[src/rtl/uart_rx_fifo.sv]
// Byte FIFO behind a UART receiver.
// One write per rx_done rising edge, registered reads, sticky overrun.
module uart_rx_fifo #(
  parameter int DEPTH = 8,
  parameter int WIDTH = 8,
  localparam int AW = $clog2(DEPTH)
) (
  input  logic             clk,
  input  logic             rst,
  input  logic [WIDTH-1:0] rx_data,
  input  logic             rx_done,
  input  logic             rd_en,
  input  logic             ovr_clr,
  output logic [WIDTH-1:0] dout,
  output logic             dout_valid,
  output logic             empty,
  output logic             full,
  output logic [AW:0]      count,
  output logic             overrun
);

  localparam logic [AW:0] LP_FULL = (AW+1)'(DEPTH);

  logic [WIDTH-1:0] r_mem [DEPTH];
  logic [AW-1:0]    r_wr_ptr;
  logic [AW-1:0]    r_rd_ptr;
  logic [AW:0]      r_count;
  logic [WIDTH-1:0] r_dout;
  logic             r_dout_valid;
  logic             r_overrun;
  logic             r_done_q;

  logic w_wr_pulse;
  logic w_rd_acc;
  logic w_wr_acc;
  logic w_drop;

  assign empty = (r_count == '0);
  assign full  = (r_count == LP_FULL);

  assign w_wr_pulse = rx_done & ~r_done_q;
  assign w_rd_acc   = rst & rd_en & ~empty;
  // a read frees the slot the full-case write lands in
  assign w_wr_acc   = rst & w_wr_pulse & (~full | w_rd_acc);
  assign w_drop     = rst & w_wr_pulse & full & ~w_rd_acc;

  always_ff @(posedge clk) begin
    if (w_wr_acc)
      r_mem[r_wr_ptr] <= rx_data;
  end

  always_ff @(posedge clk) begin
    if (!rst) begin
      r_done_q     <= 1'b1;
      r_wr_ptr     <= '0;
      r_rd_ptr     <= '0;
      r_count      <= '0;
      r_dout       <= '0;
      r_dout_valid <= 1'b0;
      r_overrun    <= 1'b0;
    end else begin
      r_done_q     <= rx_done;
      r_dout_valid <= w_rd_acc;
      if (w_wr_acc)
        r_wr_ptr <= r_wr_ptr + 1'b1;
      if (w_rd_acc) begin
        r_dout   <= r_mem[r_rd_ptr];
        r_rd_ptr <= r_rd_ptr + 1'b1;
      end
      unique case ({w_wr_acc, w_rd_acc})
        2'b10:   r_count <= r_count + 1'b1;
        2'b01:   r_count <= r_count - 1'b1;
        default: r_count <= r_count;
      endcase
      if (w_drop)
        r_overrun <= 1'b1;
      else if (ovr_clr)
        r_overrun <= 1'b0;
    end
  end

  assign dout       = r_dout;
  assign dout_valid = r_dout_valid;
  assign count      = r_count;
  assign overrun    = r_overrun;

endmodule

[config.mk]
export PLATFORM = sky130hd
export DESIGN_NAME = uart_rx_fifo
export DESIGN_NICKNAME = d
export VERILOG_FILES = /design/src/rtl/uart_rx_fifo.sv
export SDC_FILE = /design/constraint.sdc
export NUM_CORES = 1
export LEC_CHECK = 0
export ABC_CLOCK_PERIOD_IN_PS = 3700
export CORE_MARGIN = 2
export CORE_UTILIZATION = 55
export DETAILED_ROUTE_END_ITERATION = 8
export PLACE_DENSITY_LB_ADDON = 0.2
export SLEW_MARGIN = 10
export SYNTH_ARGS = -nofsm -noshare
export SYNTH_HDL_FRONTEND = slang
export SYNTH_SLANG_ARGS = --single-unit
export TNS_END_PERCENT = 20
[constraint.sdc]
create_clock -name clk -period 3.7 [get_ports clk]
set_clock_uncertainty 0.15 [all_clocks]
set_input_delay 0.74 -clock clk [delete_from_list [all_inputs] [get_ports clk]]
set_output_delay 0.74 -clock clk [all_outputs]
set_load 0.03 [all_outputs]
# Yosys cells after proc, flatten, opt, wreduce, memory -nomap -nowiden
# Memories as Yosys holds them, arrays and structs flattened. A register that Yosys moved wholly into a read port is not among the register bits.
# Index checks and enable logic that the tools add are counted.
# totals
in_bits	13
mem_bits_rw	64
register_bits	13
n_memories	1
out_inout_bits	16
# classes
bitwise_logic	12
reduce_logical	4
addsub	4
muxes	5
eq_ne	3
# memory_table
name	words	width	rd	rd_ports_with_merged_regs	write_ports	line	text
r_mem	8	8	1	1	1	24	logic [WIDTH-1:0] r_mem [DEPTH];
# ops
operator	count
$pmux 4 s2	1
$and 1x1->1	7
$add 3x1->3 const B	2
$add 4x1->4 const B	1
$eq 4x4->1 const B	1
$logic_not 4->1	1
$mux 1	4
$not 1->1	4
$reduce_bool 2->1	2
$sub 4x1->4 const B	1
$eq 2x1->1 const B	1
$eq 2x2->1 const B	1
$logic_not 1->1	1
$or 1x1->1	1

# Logic depth before layout (Yosys ltp)
# Gate-level depths: netlist (run 1).
# depth
ltp_word	7
depth_mapped	10

# Least setup slack after synthesis (run 1)
# OpenSTA, ideal clock, no wires.
# synth_timing
path_kind	register to register
from	register r_count[0] (netlist: count[0])
to	register r_count[2] (netlist: count[2])
arrival_ps	2740
setup_time_ps	76
path_slack_ps	734
path_stages_with_launch	11
synth_period_minus_slack_ps	2966
path_cell_list	dfxtp_1 nor4_4 nor2_1 clkbuf_1 ha_1 xor2_1 ha_1 a21oi_1 xor2_1 or3_1 a21boi_0
# synth_via
elab_chain_cells	7
word_cells_on_any_way	13
# synth_rtl
element	line	text
start: declaration	27	logic [AW:0] r_count;
start signal: assignment	71	2'b10: r_count <= r_count + 1'b1;
start signal: assignment	72	2'b01: r_count <= r_count - 1'b1;
start signal: assignment	73	default: r_count <= r_count;
$logic_not 4->1 (*)	38	assign empty = (r_count == '0);
named net empty	16	output logic empty,
$not 1->1 (*)	42	assign w_rd_acc = rst & rd_en & ~empty;
$and 1x1->1 (*)	42	
named net w_rd_acc	34	logic w_rd_acc;
$or 1x1->1	44	assign w_wr_acc = rst & w_wr_pulse & (~full | w_rd_acc);
$and 1x1->1	44	
$eq 2x1->1 / $eq 2x2->1 (equally long branches)	70	unique case ({w_wr_acc, w_rd_acc})
$pmux 4 s2 / $reduce_bool 2->1 (equally long branches)	--	
# Mark *: on every way through the listed nets, which the timed path passes. The rest lies on a longest branch.
# A chain may end at the register's enable or synchronous reset.

# Final worst setup path (run 1)
# layout_timing
from	input rd_en
to	register r_count[2] (netlist: count[2])
# layout_via
elab_chain_cells	6
word_cells_on_any_way	8
# layout_rtl
element	line	text
start: declaration	12	input logic rd_en,
$and 1x1->1 (*) (2 in series)	42	
$or 1x1->1	44	
$and 1x1->1	44	
$eq 2x1->1 / $eq 2x2->1 (equally long branches)	70	
$pmux 4 s2 / $reduce_bool 2->1 (equally long branches)	--	
# Every way passes the cells marked *; elsewhere a longest branch is shown, timed or not.

==> results of run 1 <==
## sequential cells by signal, indices dropped and copies added, names as in the netlist
name,flops
r_done_q,1
dout_valid,1
r_mem,64
r_wr_ptr,3
overrun,1
dout,8
count,4
r_rd_ptr,3
## cells in the final DEF (no fill, tap or decap), types with 2 or more instances in the layout
cell / instances
a21oi_1: 2
a221o_1: 8
and2_1: 4
buf_4: 13
bufinv_16: 3
clkbuf_8: 10
clkdlybuf4s50_1: 28
dfxtp_1: 21
edfxtp_1: 64
ha_1: 5
inv_1: 3
mux2i_1: 3
mux4_2: 16
nand2_1: 13
nand2b_1: 4
nor2_1: 13
nor2b_1: 8
nor3_1: 4
o21ai_0: 2
xnor2_1: 3
xor2_1: 3
## kinds of logic after synthesis
kind of cell | count (synthesis) | share of synthesized area (%)
XOR/XNOR | 6 | 1.563
AO/OA/AOI/OAI | 20 | 5.248
multiplexers | 19 | 11.61
AND/OR/NAND/NOR | 54 | 8.746
buffers and inverters | 11 | 1.303
flip-flops | 85 | 69.67
adder cells (fa/ha/maj) | 5 | 1.861
## report_power, final
group	leakage [nW]	switching [mW]	internal, mW
clock	0.120	0.320	0.470
sequential	0.746	0.00650	1.03
combinational	0.518	0.0510	0.0478
## layer usage
| layer | track usage, % | up-vias |
|---|---|---|
| li1 | - | 868 |
| met1 | 26.20 | 959 |
| met2 | 34.84 | 44 |
| met3 | 3.804 | 7 |
| met4 | 8.500 | 0 |
| met5 | 0 | - |
## tightest hold or removal path, stage by stage, from the launching register on
cell	delay, ns
dfxtp_1	0.35
a32oi_1	0.07
nor2b_1	0.09
## how the worst min path moves through the flow
| stage | start | slack [ns] | cells past startpoint | to |
|---|---|---|---|---|
| 2_1_floorplan | r_wr_ptr[2] | 0.38 | 1 | r_wr_ptr[2] |
| 4_1_cts | overrun | 0.39 | 2 | overrun |
| 5_1_grt | overrun | 0.41 | 2 | overrun |
| 3_3_place_gp | overrun | 0.34 | 2 | overrun |
| 6_report | overrun | 0.39 | 2 | overrun |
| 3_5_place_dp | overrun | 0.37 | 2 | overrun |
## metrics by stage
| step | instances | worst slack (ns) |
|---|---|---|
| after floorplan | 200 | 0.7345 |
| after global placement | 308 | 0.4766 |
| after detailed placement | 308 | 0.3100 |
| after CTS | 324 | 0.6637 |
| after global routing | 324 | 0.4733 |
| final | 324 | 0.6389 |
## layout make-up
class,instances,share of cell area (%)
clock buffers,11,3.488
well taps,75,2.315
multi-input cells,104,24.20
flip-flops and latches,85,57.78
clock inverters,5,2.623
inverters,3,0.2778
repair buffers,41,9.321
==> run metrics, run 1 <==
status complete, no violations; kind of critical path in -> reg; Max stage delay on crit path 0.58 ns; max-cap viol count 0; synth warn 0; n_diodes 0; critical-path maximum fanout 5; M1 WL 2695 um; PostCTS Resize Cnt 0; routed via count 1878; Core ar. 5921 um2; Final GP Congestion 0.7572; most common cell in the netlist edfxtp_1; Die Wd 82.19 um; setup slack, reg-to-reg 0.76 ns; post-DP HPWL 4181 um; Cell Chain, Critical Path clkdlybuf4s50_1 -> nand2_1 -> nor2_1 -> ha_1 -> xor2_1 -> ha_1 -> a21oi_1 -> xor2_1 -> or3_1 -> a21boi_0; CTS Buffer Depth 2; Syn Inst Count 200; fin nets 262; RSZ-0062 raised after global routing false; Vias/cell 5.796; CTS Hold Bufs 0; CP Depth 10; Yosys cell types 34; delay-heaviest family, CP simple AND/OR/NAND/NOR gates; Tcrit/Tclk final 82.73%; drt total wl 6452 um; CTS tree yes; CTS clk-pin slew, worst paths 0.08 ns; CP Buf/Inv Count 1; setup TNS 0 ns; Slew @ Worst Pin 0.8649 ns; largest area contributor in the netlist edfxtp_1; Die ar. 6754 um2; initial antenna violation count 0; largest net degree at the start of global routing 24; post-route cell area 4054 um2; first-pass GRT wire length 9680 um; Row Count 28; syn nets 218; Worst R2R End count[2]; crit path DAT 3.19 ns; CP max-delay cell clkdlybuf4s50_1; register area share after synthesis 69.67%; Synth top area share 57.16%; EDFF count, synth 64; layout cell share with drive strength beyond 1 20.08%; fin crit period 3.061 ns; Post-Synthesis Cell Area 3362 um2; hold crit path type reg -> reg; drt first-iter violations 146; # setup viols final 0; top layer in use met4; initial cell density of the core 56.78%; Routed Antenna Nets 0; area delta synth->final 20.58%; Post-CTS Setup Bufs 0; fmax 0.3267 GHz; H-tree Lvls 3; Avg WL per Cell 19.91 um; Final Util 68.47%; R2R depth 9; DRC 0; fraction of registers with async set/reset 0%; top cells by count, synth edfxtp_1 (64), dfxtp_1 (21), mux4_2 (16); die height 82.19 um; Num CTS Buffers 9; CTS Root Cell clkbuf_8; RR Startpoint count[0]; PD cells 474.9 nW/um2; CTS Sinks 85; Final Power 1.925 mW; I/O Buffers 28; Main synth FF type edfxtp_1; Post-Syn Area per Cell 16.81 um2; max-slew violations 0; routed length on met3 296 um; critical path launch point type input port; Met2 Wirelength 3371 um; Req. time, crit path 3.83 ns; Fillers 391; Storage cell area 2342 um2; synth top area cells edfxtp_1 (57%), dfxtp_1 (13%), mux4_2 (11%); Slew HR 42.26%; VDD IR-drop max 0.3050 mV; clk_lat worst skew 0.34 ns; number of global-route vias before repair 1847; Static Leak 1.383 nW; First-pass DRT Iterations 4; count of final hold-check violations 0; multi-input logic area 980.9 um2; Setup crit end kind register; crit path capture count[2]; # IOs 29; grt ovf 0; Placed Instance Area 3801 um2; worst hold slack 0.3907 ns; Tot GR Track Use 20.56%; critical path startpoint rd_en; flops & latches, synth 85
Note: power is estimated with default switching activity, not from simulation.
==> run 2, diff against run 1 <==
- ABC_CLOCK_PERIOD_IN_PS: 3700 -> 2510
- CORE_UTILIZATION: 55 -> 51
- clock period: 3.7 -> 2.51 ns (I/O delays scaled with it)
==> run 2 against run 1 <==
Routed wire length decreased by 1.2%. Non-clock buffer count increased by 16. Global-route usage decreased by 1.9 points. The run now ends with setup timing left. Clock power increased by 18%. Sequential power increased by 46%.
==> run metrics, run 2 (synthesis results as in run 1) <==
status complete, but fails checks (was complete, no violations); failing checks setup timing; VDD IR-drop max 0.5202 mV (was 0.3050 mV); # IOs 29 (unchanged); number of global-route vias before repair 1928 (was 1847); area delta synth->final 24.45% (was 20.58%); Req. time, crit path 2.63 ns (was 3.83 ns); critical path launch point type register (was input port); Core ar. 6350 um2 (was 5921 um2); CTS tree yes (unchanged); worst setup margin -0.05997 ns (was 0.6389 ns); I/O Buffers 28 (unchanged); Avg WL per Cell 18.65 um (was 19.91 um); Die Wd 85.19 um (was 82.19 um); critical-path maximum fanout 3 (was 5); Biggest register r_mem (unchanged); Storage cell area 2357 um2 (was 2342 um2); RSZ-0062 raised after global routing true (was false); R2R depth 7 (was 9); fin crit period 2.570 ns; Static Leak 1.443 nW (was 1.383 nW); pre-CTS setup slack -0.1646 ns (was 0.3100 ns); hold crit path type reg -> reg (unchanged); First-pass DRT Iterations 4 (unchanged); DRC 0 (unchanged); CTS Buffer Depth 2 (unchanged); CTS Root Cell clkbuf_8 (unchanged); Final GP Congestion 0.7454 (was 0.7572); fin nets 278 (was 262); multi-input logic area 1032 um2 (was 980.9 um2); max-cap viol count 0 (unchanged); H-tree Lvls 3 (unchanged); Setup crit end kind register (unchanged); Placed Instance Area 3961 um2 (was 3801 um2); drt total wl 6377 um (was 6452 um); Final Power 2.618 mW (was 1.925 mW); commonest non-fill, non-tap cells in the layout edfxtp_1 (64), buf_4 (29), clkdlybuf4s50_1 (26) (was edfxtp_1 (64), clkdlybuf4s50_1 (28), dfxtp_1 (21)); initial cell density of the core 52.95% (was 56.78%); initial antenna violation count 0 (unchanged); drt first-iter violations 165 (was 146); Routed Antenna Nets 0 (unchanged); Hold Path Stages 2 (unchanged); Tot GR Track Use 18.65% (was 20.56%); fmax 0.3891 GHz; Slew @ Worst Pin 1.044 ns (was 0.8649 ns); Row Count 29 (was 28); n_diodes 0 (unchanged); first-pass GRT wire length 9949 um (was 9680 um); post-DP HPWL 4080 um (was 4181 um); Num CTS Buffers 9 (unchanged); Tcrit/Tclk final 102.4%; routed via count 1905 (was 1878); # setup viols final 2 (was 0); max-slew violations 0 (unchanged); worst hold slack 0.4006 ns (was 0.3907 ns); CTS clk-pin slew, worst paths 0.08 ns (about the same); die height 85.19 um (was 82.19 um); PD cells 625.7 nW/um2 (was 474.9 nW/um2); Slew HR 29.88% (was 42.26%); Vias/cell 5.570 (was 5.796); CTS Sinks 85 (unchanged); largest net degree at the start of global routing 19 (was 24); clk_lat worst skew 0.34 ns (about the same); count of final hold-check violations 0 (unchanged); commonest non-fill, non-tap cell in the layout edfxtp_1 (unchanged); layout cell share with drive strength beyond 1 27.92% (was 20.08%); crit path DAT 2.69 ns (was 3.19 ns); Fillers 462 (was 391); setup slack, reg-to-reg -0.06 ns (was 0.76 ns); post-route cell area 4184 um2 (was 4054 um2); grt ovf 0 (unchanged); kind of critical path reg -> reg (was in -> reg); Die ar. 7257 um2 (was 6754 um2); Largest register FFs 64 (unchanged)
run 2: cell types whose count changed in the layout (fill, tap and decap cells not counted), moves of 2 or more:
cell	previous run	this run
buf_4	13	29
dfxtp_1	21	17
dfxtp_4	0	4
ha_1	5	2
bufinv_16	3	1
clkdlybuf4s50_1	28	26
dlygate4sd2_1	0	2
ha_4	0	2
run 2: path summary, 6_finish.rpt:
| kind | startpoint | to |
|---|---|---|
| setup reg to reg | count[2] | count[3] |
| hold reg to reg | r_rd_ptr[0] | r_rd_ptr[0] |
| hold / removal | r_rd_ptr[0] | r_rd_ptr[0] |
| setup / recovery | count[2] | count[3] |
run 2: area by class of cell:
cell class	count	area share, %
flip-flops and latches	85	56.34
multi-input cells	104	24.67
repair buffers	57	11.84
clock buffers	11	3.140
well taps	77	2.303
clock inverters	5	1.435
inverters	3	0.2691
run 2: power by group:
part	switching, mW	internal (mW)	leakage, nW	total (mW)
Sequential	0.00630	1.52	0.749	1.52
Combinational	0.0828	0.0823	0.600	0.165
Clock	0.467	0.464	0.0939	0.931
run 2: metrics by stage:
stage,utilization [%],cells,TNS (ns)
after detailed placement,62.38,324,-0.4285
after floorplan,-,200,-0.2767
after global placement,62.38,324,-0.4167
after CTS,65.48,340,-0.01812
after global routing,65.89,342,-0.2313
final,65.89,342,-0.06700
run 2: metal layers:
metal	wire, um	track usage [%]	vias to the layer above
li1	-	-	901
met1	2916	25.56	951
met2	3164	29.55	47
met3	253	4.864	6
met4	43	6.061	0
met5	0	0	-
run 2: repair_timing:
item / 4_1_cts / 5_1_grt
hold buffers: 0 / 0
resized for setup: 3 / 1
setup buffers: 0 / 2
pin swaps: 3 / 5
setup endpoints to repair: 4 / 2
run 2: critical path: stages (launching register included):
cell and delay [ns]:
dfxtp_4 0.35, or4b_4 0.57, o211ai_4 0.24, buf_4 0.16, ha_4 0.19, or3_2 0.50, o32ai_4 0.14, mux2i_1 0.19
==> run 3, diff against run 2 <==
- GPL_TIMING_DRIVEN: default -> 0
==> run 3 against run 2 <==
Register-to-register slack about the same. The flow still finishes with violations (setup timing). Critical path depth down 1. Largest power group unchanged. Clock power about the same. Total power down 0.30%. Via count down 1.3%. Core utilization down 1.1 points. Fmax down 0.42%. Highest routed layer unchanged. Cell count down 4.1%. Hold slack worse by 0.031 ns. Non-clock buffer count down 14. Combinational power down 6%. Global-route usage up 1.5 points.
==> run metrics, run 3 (synthesis results as in run 1) <==
status complete, but fails checks (unchanged); failing checks setup timing (unchanged); Req. time, crit path 2.64 ns (was 2.63 ns); commonest non-fill, non-tap cells in the layout edfxtp_1 (64), clkdlybuf4s50_1 (24), dfxtp_1 (17) (was edfxtp_1 (64), buf_4 (29), clkdlybuf4s50_1 (26)); clk_lat worst skew 0.35 ns (was 0.34 ns); Slew @ Worst Pin 1.105 ns (was 1.044 ns); I/O Buffers 28 (unchanged); commonest non-fill, non-tap cell in the layout edfxtp_1 (unchanged); max-slew violations 0 (unchanged); logic gate share of total power 6.0% (was 6.3%); fin crit period 2.581 ns (was 2.570 ns); first-pass GRT wire length 10600 um (was 9949 um); crit path DAT 2.71 ns (was 2.69 ns); hold crit path type reg -> reg (unchanged); Slew HR 25.78% (was 29.88%); CTS clk-pin slew, worst paths 0.09 ns (was 0.08 ns); Biggest register r_mem (unchanged); worst hold slack 0.3700 ns (was 0.4006 ns); initial antenna violation count 0 (unchanged); RSZ-0062 raised after global routing true (unchanged); Vias/cell 5.732 (was 5.570); die height 85.19 um (unchanged); fmax 0.3875 GHz (was 0.3891 GHz); multi-input logic area 1089 um2 (was 1032 um2); Storage cell area 2357 um2 (unchanged); Fillers 436 (was 462); CTS Root Cell clkbuf_8 (unchanged); Core ar. 6350 um2 (unchanged); PD cells 634.0 nW/um2 (was 625.7 nW/um2); count of final hold-check violations 0 (unchanged); initial cell density of the core 52.95% (unchanged); switching share of power 20.78% (was 21.24%); n_diodes 0 (unchanged); fin nets 264 (was 278); CTS Buffer Depth 2 (unchanged); worst setup margin -0.07081 ns (was -0.05997 ns); layout cell share with drive strength beyond 1 26.29% (was 27.92%); Tcrit/Tclk final 102.8% (was 102.4%); H-tree Lvls 3 (unchanged); Tot GR Track Use 20.18% (was 18.65%); Largest register FFs 64 (unchanged); VDD IR-drop max 0.4019 mV (was 0.5202 mV); grt ovf 0 (unchanged); number of global-route vias before repair 1918 (was 1928); max-cap viol count 0 (unchanged); drt total wl 6667 um (was 6377 um); Avg WL per Cell 20.33 um (was 18.65 um); CTS Sinks 85 (unchanged); # IOs 29 (unchanged); Die ar. 7257 um2 (unchanged); First-pass DRT Iterations 4 (unchanged); Clock power frac 35.7% (was 35.6%); CTS tree yes (unchanged); Final Power 2.610 mW (was 2.618 mW); Static Leak 1.362 nW (was 1.443 nW); Die Wd 85.19 um (unchanged); Setup crit end kind register (unchanged); sequential power share 58.4% (was 58.1%); Num CTS Buffers 9 (unchanged); routed via count 1880 (was 1905); critical-path maximum fanout 6 (was 3); Internal Power 2.068 mW (was 2.062 mW); Routed Antenna Nets 0 (unchanged); DRC 0 (unchanged); post-DP HPWL 4144 um (was 4080 um); CTS Hold Bufs 0 (unchanged); critical path launch point type register (unchanged); Row Count 29 (unchanged); Psw 542.3 uW (was 556.1 uW); area delta synth->final 22.44% (was 24.45%); drt first-iter violations 176 (was 165); kind of critical path reg -> reg (unchanged); largest net degree at the start of global routing 14 (was 19); # setup viols final 2 (unchanged); Final GP Congestion 0.7463 (was 0.7454)
run 3: cell count changes in the layout (fill, tap and decap cells not counted), sizes merged:
cell / delta
buf: -20
clkbuf: +6
clkdlybuf4s50: -2
dlygate4sd2: +2
clkinv: +1
inv: -1
run 3: layout make-up:
class	instances	area share [%]
timing repair buffer	35	7.964
sequential	85	57.26
clock inverter	5	1.216
inverter	3	0.2736
clock buffer	11	3.435
multi-input combinational	104	26.44
tap	77	2.340
buffer	8	1.064
run 3: layer usage:
| metal | up-vias | global-route usage [%] | wire [um] |
|---|---|---|---|
| li1 | 871 | - | - |
| met1 | 949 | 26.62 | 2902 |
| met2 | 45 | 32.74 | 3375 |
| met3 | 15 | 3.891 | 244 |
| met4 | 0 | 9.091 | 144 |
| met5 | - | 0 | 0 |
run 3: worst paths after layout:
kind | cells after the start | start | end | slack (ns)
worst max register to register | 6 | count[0] | count[3] | -0.07
worst max-delay path | 6 | count[0] | count[3] | -0.07
worst min register to register | 2 | overrun | overrun | 0.37
worst min-delay path | 2 | overrun | overrun | 0.37
run 3: stage by stage:
step | setup slack [ns] | instances | util, % | area [um2] | setup TNS [ns]
2_1_floorplan | -0.1516 | 200 | - | 3418 | -0.2767
3_3_place_gp | -1.238 | 305 | 59.76 | 3795 | -52.77
3_5_place_dp | -0.8216 | 307 | 60.41 | 3836 | -30.97
4_1_cts | -0.08686 | 324 | 64.12 | 4071 | -0.1388
5_1_grt | -0.1780 | 328 | 64.83 | 4116 | -0.3350
6_report | -0.07081 | 328 | 64.83 | 4116 | -0.1340
run 3: critical path: stages, from the launching register on:
cell and delay (ns):
dfxtp_4 0.37, or4b_4 0.58, o211ai_4 0.28, ha_4 0.27, or3_2 0.49, o32ai_2 0.14, mux2i_1 0.21
run 3: what timing repair did:
action                     in CTS  in global routing
setup endpoints to repair      37                  2
pin swaps                       2                  3
resized for setup              15                  2
setup buffers                   1                  4
cloned                          0                  0
run 3: power by group through the flow:
stage          clock network [mW]  logic, mW  registers, mW
6_report                    0.931      0.155           1.52
5_1_grt                      1.00      0.169           1.53
4_1_cts                     0.947      0.151           1.53
3_5_place_dp                    0      0.150           1.56
3_3_place_gp                    0      0.146           1.56
2_1_floorplan                   0     0.0725           1.57
==> RTL edit, RTL diff (flow settings as in run 1) <==
Change the parameter `DEPTH` from 8 to 16.
--- a/src/rtl/uart_rx_fifo.sv
+++ b/src/rtl/uart_rx_fifo.sv
@@ -1,7 +1,7 @@
 // Byte FIFO behind a UART receiver.
 // One write per rx_done rising edge, registered reads, sticky overrun.
 module uart_rx_fifo #(
-  parameter int DEPTH = 8,
+  parameter int DEPTH = 16,
   parameter int WIDTH = 8,
   localparam int AW = $clog2(DEPTH)
 ) (
Interface: changed (resized count); port bits go from 29 to 30. No check against the original RTL was run, so the function may have changed too.
==> RTL edit against run 1 <==
  * Sequential cell count increased by 67
  * Largest cell class unchanged
  * Total power increased by 130%
  * Setup slack got worse by 190 ps
  * Cell count increased by 67%
  * Critical path type is now reg2out
  * Via count increased by 69%
  * Largest power group unchanged
  * Routed wire length increased by 79%
  * Final area increased by 77%
  * Maximum frequency decreased by 5.9%
  * Synthesized area increased by 82%
==> RTL edit: results (changes against run 1) <==
- Status: finished clean
- Non-Filler Instances: 542 (+67%)
- Synth area leaders: edfxtp_1 63%, mux4_2 12%, dfxtp_1 7.9%
- Worst-Skew Late Latency: 520 ps (+180 ps)
- Worst hold slack: 326.2 ps (-64.46 ps)
- Worst-path clk slew: 60 ps (-20 ps)
- Synth warn: 0 (unchanged)
- Pin count of the biggest net entering global routing: 36 (+50%)
- Commonest cells post-synth: 128 x edfxtp_1, 32 x mux4_2, 24 x dfxtp_1, 24 x mux2i_1, 20 x nor2_1
- XOR/XNOR Fraction of Synth Area: 0.5738% (-0.99 points)
- Worst R2R Setup Slack: 1220 ps (+460 ps)
- Mux contribution to synthesized area: 15.74% (+4.1 points)
- Fill cells: 748 (+91%)
- Seq/Total Area, Yosys: 70.82% (+1.2 points)
- Final net count: 411 (+57%)
- P&R area growth vs syn: 17.66%
- Largest register FFs: 128 (+100%)
- CP Class: reg2out
- Leakage: 2.355 nW (+70%)
- Global-route wire length before repair: 17970 um (+86%)
- Share of synthesized registers carrying an async set or reset: 0% (unchanged)
- CP arrival: 2360 ps (-830 ps)
- Htree depth: 4 (+1)
- CTS buffer count: 17 (+8)
- Final worst slack: 445.5 ps (-193.4 ps)
- Peak supply drop: 0.4398 mV (+44%)
- Pre-CTS setup slack: 408.9 ps (+98.88 ps)
- PortBufs: 29 (+3.6%)
- Initial antenna violation count: 0 (unchanged)
- Post-synth net total: 360 (+65%)
- Crit path max fanout: 7 (+2)
- HP Start: overrun
- Post-Synth Adder-Cell Area: 1.967% (+0.11 points)
- Placed Instances: 510 (+66%)
- GPL Wtd Cong: 0.8053 (+6.4%)
- DR iter-0 viols: 274 (+88%)
- Vias: 3169 (+69%)
- CTS root buffer: clkbuf_8
- Library cells used by synthesis: 42 (+24%)
- Placed Area: 0.006638 mm^2 (+75%)
- Fraction of layout cells with a size suffix above 1: 22.14% (+2.1 points)
- Synth Area in Compound Gates: 3.463% (-1.8 points)
- Hold crit path type: reg2reg
- Post-CTS Resized: 0 (unchanged)
- GRT Util Overall: 21.70% (+1.1 points)
- Post-DP HPWL: 7316 um (+75%)
- Avg WL per Cell: 21.29 um (+6.9%)
- Largest reg by FF count: r_mem
- Relative slew slack: 52.31% (+10 points)
- Max Slew Vio Count: 0 (unchanged)
- Cells after Synth: 338 (+69%)
- Crit path largest cell delay: 690 ps (+110 ps)
- Number of synthesized flops with an enable pin: 128 (+100%)
RTL edit: changes by cell type in the layout (fill, tap and decap cells not counted), sizes merged, moves of 8 or more:
cell,before,now
mux4,16,32
a221o,8,0
clkinv,0,9
edfxtp,64,128
o221ai,0,9
nand3,0,10
mux2i,3,24
clkbuf,11,24
RTL edit: final cells by class:
cell class | count | area [um^2] | share of cell area, %
Timing Repair Buffer | 49 | 452.9 | 6.304
Inverter | 8 | 30.03 | 0.4180
Clock inverter | 8 | 43.79 | 0.6095
Multi-Input combinational cell | 161 | 1654 | 23.02
Tap cell | 140 | 175.2 | 2.438
Clock buffer | 24 | 503.0 | 7.001
Sequential cell | 152 | 4325 | 60.21
RTL edit: worst paths after layout:
kind / endpoint / cells after the start
max reg2reg: count[4] / 7
max: full / 3
min reg2reg: overrun / 2
min: overrun / 2
RTL edit: cells by family (layout without fill, tap and decap cells):
kind of cell,after synthesis,in the layout
compound gates,26,26
xor+xnor,4,4
fa+ha+maj,9,9
buf+inv,25,89
flops,152,152
mux,56,56
simple gates,66,66
RTL edit: report_power, final:
part,internal [mW],switching (mW),leakage (nW)
logic,0.350,0.450,0.731
registers,1.92,0.0782,1.35
clock network,0.932,0.623,0.278
total,3.20,1.15,2.36
RTL edit: through the flow:
step	util [%]	power, mW
global route	66.27	4.537
global placement	61.23	2.825
finish	66.27	4.350
CTS	66.27	4.389
floorplan	-	2.578
detailed placement	61.23	2.836
RTL edit: per-layer routing:
| layer | vias up | part of all wire (%) | track usage [%] |
|---|---|---|---|
| li1 | 1445 | - | - |
| met1 | 1613 | 43 | 28.99 |
| met2 | 89 | 49 | 33.77 |
| met3 | 22 | 6.1 | 6.224 |
| met4 | 0 | 2.7 | 9.132 |
| met5 | - | 0 | 0 |
